## config.mk

```make
export PLATFORM = sky130hd
export DESIGN_NAME = param_register_file_flat
export DESIGN_NICKNAME = d
export VERILOG_FILES = /design/src/rtl/param_register_file_if.sv /design/src/rtl/param_register_file.sv /design/src/flat_wrapper.sv
export SDC_FILE = /design/constraint.sdc
export NUM_CORES = 2
export LEC_CHECK = 0
export CORE_MARGIN = 4
export CORE_UTILIZATION = 25
export CTS_BUF_LIST = sky130_fd_sc_hd__clkbuf_8
export DETAILED_ROUTE_END_ITERATION = 16
export PLACE_DENSITY_LB_ADDON = 0.2
export SLEW_MARGIN = 0
export SYNTH_ARGS = -nofsm -noshare
export SYNTH_HDL_FRONTEND = slang
export SYNTH_SLANG_ARGS = --single-unit
```

## constraint.sdc

```tcl
create_clock -name clk -period 4.09 [get_ports clk]
set_input_delay 0.409 -clock clk [delete_from_list [all_inputs] [get_ports clk]]
set_output_delay 0.409 -clock clk [all_outputs]
set_load 0.01 [all_outputs]
```

## src/rtl/param_register_file_if.sv

```systemverilog
// Bundle of the register file's clear, write, read and debug signals.
// master drives requests and addresses; slave is the register file.
interface param_register_file_if #(
    parameter int DATA_W = 32,
    parameter int ADDR_W = 5,
    parameter int NUM_RD = 2
);
    logic                     clr;
    logic                     busy;
    logic                     wr_ready;
    logic                     we;
    logic [ADDR_W-1:0]        wr_addr;
    logic [DATA_W-1:0]        wr_data;
    logic [NUM_RD*ADDR_W-1:0] rd_addr;
    logic [NUM_RD*DATA_W-1:0] rd_data;
    logic [ADDR_W-1:0]        dbg_addr;
    logic [DATA_W-1:0]        dbg_data;

    modport master (
        output clr, we, wr_addr, wr_data, rd_addr, dbg_addr,
        input  busy, wr_ready, rd_data, dbg_data
    );

    modport slave (
        input  clr, we, wr_addr, wr_data, rd_addr, dbg_addr,
        output busy, wr_ready, rd_data, dbg_data
    );
endinterface

```

## src/rtl/param_register_file.sv

```systemverilog
// Multi-read-port register file with write-through bypass; cleared by a DEPTH-cycle sweep after reset or clr.
// Latency: writes commit at posedge, reads combinational (0-cycle bypass). Optional macro RF_ZERO_REG_EN hardwires entry 0 to 0.
// Backpressure: wr_ready=0 during the sweep; writes presented then are dropped, not queued.
module param_register_file #(
    parameter int DATA_W = 32,
    parameter int ADDR_W = 5,
    parameter int NUM_RD = 2
) (
    input  logic                  clk,
    input  logic                  rst,
    param_register_file_if.slave  bus
);
    localparam int DEPTH = 1 << ADDR_W;

    typedef enum logic {CLEAR, IDLE} state_t;

    state_t            state, state_nxt;
    logic [ADDR_W-1:0] sweep_idx, sweep_idx_nxt;
    logic [DATA_W-1:0] mem [DEPTH];
    logic              busy;
    logic              wr_acc;
    logic              wr_store;

    always_ff @(posedge clk or negedge rst) begin
        if (!rst) begin
            state     <= CLEAR;
            sweep_idx <= '0;
        end else begin
            state     <= state_nxt;
            sweep_idx <= sweep_idx_nxt;
        end
    end

    // clr during CLEAR is deliberately ignored so a sweep always runs to completion
    always_comb begin
        state_nxt     = state;
        sweep_idx_nxt = sweep_idx;
        case (state)
            CLEAR: begin
                if (sweep_idx == ADDR_W'(DEPTH - 1)) begin
                    state_nxt     = IDLE;
                    sweep_idx_nxt = '0;
                end else begin
                    sweep_idx_nxt = sweep_idx + 1'b1;
                end
            end
            IDLE: begin
                if (bus.clr) begin
                    state_nxt     = CLEAR;
                    sweep_idx_nxt = '0;
                end
            end
            default: state_nxt = CLEAR;
        endcase
    end

    assign busy         = (state == CLEAR);
    assign bus.busy     = busy;
    assign bus.wr_ready = ~busy;
    assign wr_acc       = bus.we && !busy;

`ifdef RF_ZERO_REG_EN
    assign wr_store = wr_acc && !bus.clr && (bus.wr_addr != '0);
`else
    assign wr_store = wr_acc && !bus.clr;
`endif

    always_ff @(posedge clk) begin
        if (busy) begin
            mem[sweep_idx] <= '0;
        end else if (wr_store) begin
            mem[bus.wr_addr] <= bus.wr_data;
        end
    end

    for (genvar k = 0; k < NUM_RD; k++) begin : g_rd
        logic [ADDR_W-1:0] ra;
        logic [DATA_W-1:0] rd;

        assign ra = bus.rd_addr[k*ADDR_W +: ADDR_W];

        always_comb begin
            if (busy) begin
                rd = '0;
            end else if (wr_acc && (bus.wr_addr == ra)) begin
                rd = bus.wr_data;
            end else begin
                rd = mem[ra];
            end
`ifdef RF_ZERO_REG_EN
            if (ra == '0) begin
                rd = '0;
            end
`endif
        end

        assign bus.rd_data[k*DATA_W +: DATA_W] = rd;
    end

`ifdef RF_ZERO_REG_EN
    assign bus.dbg_data = (bus.dbg_addr == '0) ? '0 : mem[bus.dbg_addr];
`else
    assign bus.dbg_data = mem[bus.dbg_addr];
`endif
endmodule

```

## src/flat_wrapper.sv

```systemverilog
// flat-port wrapper written by rule: the top's interface ports become plain ports
module param_register_file_flat 
#(
    parameter int DATA_W = 32,
    parameter int ADDR_W = 5,
    parameter int NUM_RD = 2
)
  (clk, rst, bus_clr, bus_we, bus_wr_addr, bus_wr_data, bus_rd_addr, bus_dbg_addr, bus_busy, bus_wr_ready, bus_rd_data, bus_dbg_data);
  param_register_file_if #(.DATA_W(DATA_W), .ADDR_W(ADDR_W), .NUM_RD(NUM_RD)) bus_i ();
  input  logic clk;
  input  logic rst;
  input wire logic [$bits(bus_i.clr)-1:0] bus_clr;
  input wire logic [$bits(bus_i.we)-1:0] bus_we;
  input wire logic [$bits(bus_i.wr_addr)-1:0] bus_wr_addr;
  input wire logic [$bits(bus_i.wr_data)-1:0] bus_wr_data;
  input wire logic [$bits(bus_i.rd_addr)-1:0] bus_rd_addr;
  input wire logic [$bits(bus_i.dbg_addr)-1:0] bus_dbg_addr;
  output wire logic [$bits(bus_i.busy)-1:0] bus_busy;
  output wire logic [$bits(bus_i.wr_ready)-1:0] bus_wr_ready;
  output wire logic [$bits(bus_i.rd_data)-1:0] bus_rd_data;
  output wire logic [$bits(bus_i.dbg_data)-1:0] bus_dbg_data;
  assign bus_i.clr = bus_clr;
  assign bus_i.we = bus_we;
  assign bus_i.wr_addr = bus_wr_addr;
  assign bus_i.wr_data = bus_wr_data;
  assign bus_i.rd_addr = bus_rd_addr;
  assign bus_i.dbg_addr = bus_dbg_addr;
  assign bus_busy = bus_i.busy;
  assign bus_wr_ready = bus_i.wr_ready;
  assign bus_rd_data = bus_i.rd_data;
  assign bus_dbg_data = bus_i.dbg_data;
  param_register_file #(.DATA_W(DATA_W), .ADDR_W(ADDR_W), .NUM_RD(NUM_RD)) u_core (.clk(clk), .rst(rst), .bus(bus_i));
endmodule
```

* Yosys cells after proc, flatten, opt, wreduce, memory -nomap -nowiden *
Memory sizes are Yosys's and may differ from the RTL's.
Cells that the tools add are included.

cells by class
  eq/ne operators = 4
  reduce and logical (&&, ||, !) cells = 6
  muxes and demuxes = 17
  add/sub/neg operators = 1
  bitwise operators = 1

operator list
  operator                                                        count
  32-bit two-way mux                                              5
  32-bit OR reduction                                             1
  5-bit two-way mux                                               3
  5-bit == test                                                   2
  5-bit one-hot mux with 2 select lines                           1
  1-bit two-way mux                                               7
  5-bit by 1-bit adder with 5-bit output (second input constant)  1
  5-bit == test (second input constant)                           1
  1-bit logical AND                                               4
  2-bit != test (second input constant)                           1
  1-bit one-hot mux with 2 select lines                           1
  1-bit logical NOT                                               1
  1-bit NOT                                                       1

word-level totals
  RAM bits = 1024
  memories = 1
  bits in registers = 6

memory list
  name        depth  width  read ports  clocked after memory_dff  write ports  RTL line                   source
  u_core.mem  32     32     3           0                         1            param_register_file.sv:19  logic [DATA_W-1:0] mem [DEPTH];

* Longest topological paths before layout *
  depth after elaboration = 7
  mapped depth = 9
  mapped depth without buffers = 6

* Worst setup path before layout *
No wires, ideal clock.

  path kind = register -> register
  start = register u_core.state (netlist: u_core.bus.wr_ready)
  end = memory u_core.mem[25][0] (enable)
  arrival time = 2.948 ns
  setup time = 0.421 ns
  path buffers = 3
  period minus slack after synthesis = 3.369 ns
  required time = 3.669 ns
  stages on the path, launching flop included = 9
  setup slack = 0.721 ns
  cells stage by stage = dfrtp_1 clkbuf_1 and3b_1 clkbuf_1 clkbuf_1 nand3_1 o21ai_0 nand2_1 nor2_1

on the way
  word-level cells in the longest chain between the ends = 7
  elaborated cells between the ends (all ways) = 9
  those cells by class = 6 x mux; 3 x reduce/logical

RTL lines
  element                                                                  RTL line                   source
  from (decl)                                                              param_register_file.sv:17  state_t state, state_nxt;
  from (signal assigned)                                                   param_register_file.sv:29  state <= state_nxt;
  1-bit logical AND                                                        param_register_file.sv:60  assign wr_acc = bus.we && !busy;
  1-bit logical AND                                                        param_register_file.sv:65  assign wr_store = wr_acc && !bus.clr;
  1-bit two-way mux                                                        param_register_file.sv:71  end else if (wr_store) begin
  1-bit two-way mux                                                        param_register_file.sv:69  if (busy) begin
  1-bit two-way mux (implied by the code)                                  param_register_file.sv:72  mem[bus.wr_addr] <= bus.wr_data;
  32-bit OR reduction (no line)                                            -
  5-bit two-way mux (no line) / 1-bit two-way mux (equally long branches)  -
  to (decl)                                                                param_register_file.sv:19

Parallel ways exist; a longest one is shown, timed or not.

* Worst setup path after layout *
  start = register u_core.state (netlist: u_core.bus.wr_ready)
  end = output port bus_rd_data[46]

on the way
  word-level cells in the longest chain between the ends = 4

RTL lines
  element               RTL line                   source
  1-bit logical AND     param_register_file.sv:60
  1-bit logical AND     param_register_file.sv:85  end else if (wr_acc && (bus.wr_addr == ra)) begin
  32-bit two-way mux    param_register_file.sv:85
  32-bit two-way mux *  param_register_file.sv:83  if (busy) begin
  to (decl)             flat_wrapper.sv:20         output wire logic [$bits(bus_i.rd_data)-1:0] bus_rd_data;

Mark *: on every way between the ends. The rest lies on a longest branch, timed or not.

==> summary.md <==
| Metric | Value |
|---|---|
| Rows | `175` |
| Share of layout cells above drive strength 1 | `35.6%` |
| Initial Utilization | `25.2%` |
| Wl on met1 | `106000 um` |
| Pins Over Slew Limit | `0` |
| Synth unique cells | `64` |
| Critical Path End Type | `primary output` |
| PD cells | `436 nW/um^2` |
| Leak | `22.6 nW` |
| Iter 0 DRT Violations | `4653` |
| Core Footprint | `228000 um^2` |
| First-pass DRT Iterations | `6` |
| Routability cong. | `0.792` |
| Sink Count | `1030` |
| Initial antenna violation count | `11` |
| DR top layer | `met4` |
| Hold path startpoint | `bus_clr` |
| Reg2Reg Capture Point | `u_core.mem[24][5]` |
| RSZ-0062 raised after global routing | `true` |
| WL/cell | `37.8 um` |
| Mapped Area | `57400 um^2` |
| Htree depth | `4` |
| Fillers | `22500` |
| Wire length on met3 | `19400 um` |
| Most common cell after layout, fill and taps aside | `edfxtp_1` |
| Remaining DRCs | `0` |
| Relative slew slack | `22.6%` |
| IO buf count | `153` |
| Chip height | `487 um` |
| Synth warnings | `0` |
| Final wirelength | `258000 um` |
| Number of flops mapped to enable cells by yosys | `1024` |
| Highest Clock Rate | `0.250 GHz` |
| Via Count | `39200` |
| Status | `finished, final reports clean` |
| Area leader, netlist | `edfxtp_1` |
| Fin. Hold Viols | `0` |
| Vias/cell | `5.73` |
| Share of the synthesized area in the top cell type | `53.6%` |
| Seq cells post-synth | `1030` |
| Post-Synthesis Cells | `3338` |
| FF-to-FF Start | `u_core.bus.wr_ready` |
| Root buffer cell | `clkbuf_8` |
| Reg2Reg Depth | `5` |
| Worst R2R Setup Slack | `0.99 ns` |
| Fin crit share | `97.8%` |
| Syn avg cell area | `17.2 um^2` |
| Share of the yosys chip area belonging to registers | `53.9%` |
| Total Power | `29.9 mW` |
| Total Routing Usage GR | `21.3%` |
| Crit path time final | `4.00 ns` |
| Top post-synthesis cells by area | `edfxtp_1, mux4_2, mux2i_1, a221oi_1, mux2_2` |
| CTS Buf Count | `186` |
| Clk pin slew, worst setup/hold paths | `0.06 ns` |
| DPL Wire Length | `149000 um` |
| Post-synth net total | `3396` |
| Min-Delay Path Depth | `2` |
| Clock buffer depth | `3` |
| Peak supply drop | `325 uV` |
| Global route overflow | `0` |
| Largest net degree at the start of global routing | `46` |
| Final ANT Viol Nets | `0` |
| Critical Path Start Type | `flip-flop` |
| Crit-path max FO | `17` |
| Crit path DAT | `3.59 ns` |
| Crit path required time | `3.68 ns` |
| Max_cap viols | `0` |
| Worst-Skew Late Latency | `0.94 ns` |
| HP Class | `in -> reg` |
| Die area | `237000 um^2` |
| Layout Area Growth over Synthesis | `19.5%` |
| DIE WIDTH | `487 um` |
| CTS tree | `built` |
| Async SR Flop Fraction | `0.583%` |
| Final net count | `3722` |
| Top FF cell, synth | `edfxtp_1` |
| Crit path kind | `reg -> out` |
| WHS Endpoint | `u_core.sweep_idx[0]` |
| Setup_tns | `0 ns` |
| I/O pin count | `154` |
| First-pass GRT wire length | `346000 um` |
| # setup viols final | `0` |
| Met2 wire length | `122000 um` |
| Clock Skew | `0.0315 ns` |
| Number of global-route vias before repair | `39400` |
| Tightest Pin Transition | `1.16 ns` |
| Most frequent cells in the layout | `edfxtp_1, mux4_2, mux2i_1` |
-- where the power goes --
part | internal (mW) | total [mW] | switching [mW]
clock network | 4.69 | 9.43 | 4.74
logic | 2.75 | 7.20 | 4.45
registers | 12.7 | 13.3 | 0.556
total | 20.2 | 29.9 | 9.74
-- stage by stage --
step / util, % / std cells / hold WS [ns] / worst slack, ns / instance area [um^2]
2_1_floorplan: - / 3338 / 0.113 / 0.721 / 57400
3_3_place_gp: 28.5 / 6484 / 0.591 / -0.273 / 65000
3_5_place_dp: 28.5 / 6484 / 0.605 / -0.205 / 65000
4_1_cts: 30.1 / 6827 / 0.147 / 0.0209 / 68500
5_1_grt: 30.1 / 6834 / 0.181 / -0.0154 / 68500
6_report: 30.1 / 6837 / 0.235 / 0.0912 / 68500
-- flip-flops by register name, indices dropped and copies added (netlist names) --
name,cells
u_core.sweep_idx,5
u_core.mem,1024
u_core.bus.wr_ready,1
-- kinds of logic after synthesis --
group / count (synthesis) / synth area share (%)
mux: 1064 / 33.1
flops: 1030 / 53.9
compound gates: 540 / 6.96
simple gates: 347 / 2.76
buf+inv: 343 / 3.06
xor+xnor: 12 / 0.183
fa+ha+maj: 2 / 0.0436
-- critical path, stage by stage, from the launching register on --
cell             delay [ns]
dfrtp_2                0.53
nand4_1                0.28
buf_6                  0.27
nand3_2                0.17
buf_12                 0.20
buf_4                  0.17
o221ai_1               0.35
clkdlybuf4s50_1        0.64
-- worst max-delay path by stage --
stage	from	to	cells past startpoint
after floorplan	u_core.bus.wr_ready	u_core.mem[25][0]	8
after global placement	bus_rd_addr[0]	bus_rd_data[7]	8
after detailed placement	bus_rd_addr[0]	bus_rd_data[7]	8
after CTS	u_core.bus.wr_ready	bus_rd_data[46]	7
after global routing	u_core.bus.wr_ready	bus_rd_data[33]	6
final	u_core.bus.wr_ready	bus_rd_data[46]	7
-- cell type report --
| class | instances | area, um^2 | share of cell area (%) |
|---|---|---|---|
| diodes | 10 | 25.0 | 0.0365 |
| clock buffers | 189 | 2600 | 3.80 |
| clock inverters | 153 | 827 | 1.21 |
| inverters | 29 | 116 | 0.170 |
| multi-input cells | 1965 | 25100 | 36.7 |
| flip-flops and latches | 1030 | 30900 | 45.1 |
| well taps | 3009 | 3760 | 5.49 |
| repair buffers | 452 | 5170 | 7.54 |
-- synthesized netlist by cell type, types with 8 or more instances --
cell,instances
a31oi_1,15
nor2_1,96
clkbuf_1,140
nand2b_1,9
inv_1,26
mux4_2,660
buf_6,21
a221o_1,35
a32o_1,17
a221oi_1,132
nor3_1,12
a22oi_1,15
edfxtp_1,1024
o22ai_1,39
buf_4,64
o31ai_1,13
nand3_1,36
o211ai_1,10
o21a_1,9
o221ai_1,27
and3_1,10
or2_2,8
a21oi_1,74
and2_1,36
buf_2,54
mux2_2,72
buf_1,35
o21ai_0,91
mux2i_1,332
nand2_1,121
-- per-layer routing --
metal  GRT usage (%)  vias to the layer above
li1                -                    15200
met1            28.3                    21500
met2            34.4                     2024
met3            4.19                      457
met4            8.14                        0
met5               0                        -
-- timing repair --
action,4_1_cts,5_1_grt
gates resized for setup,9,6
hold buffers,1,0
hold endpoints to repair,6,0
endpoints found under the setup margin,7,10
setup buffers,0,0
pin swaps,0,1
No activity file was read; power rests on OpenSTA's default activity.
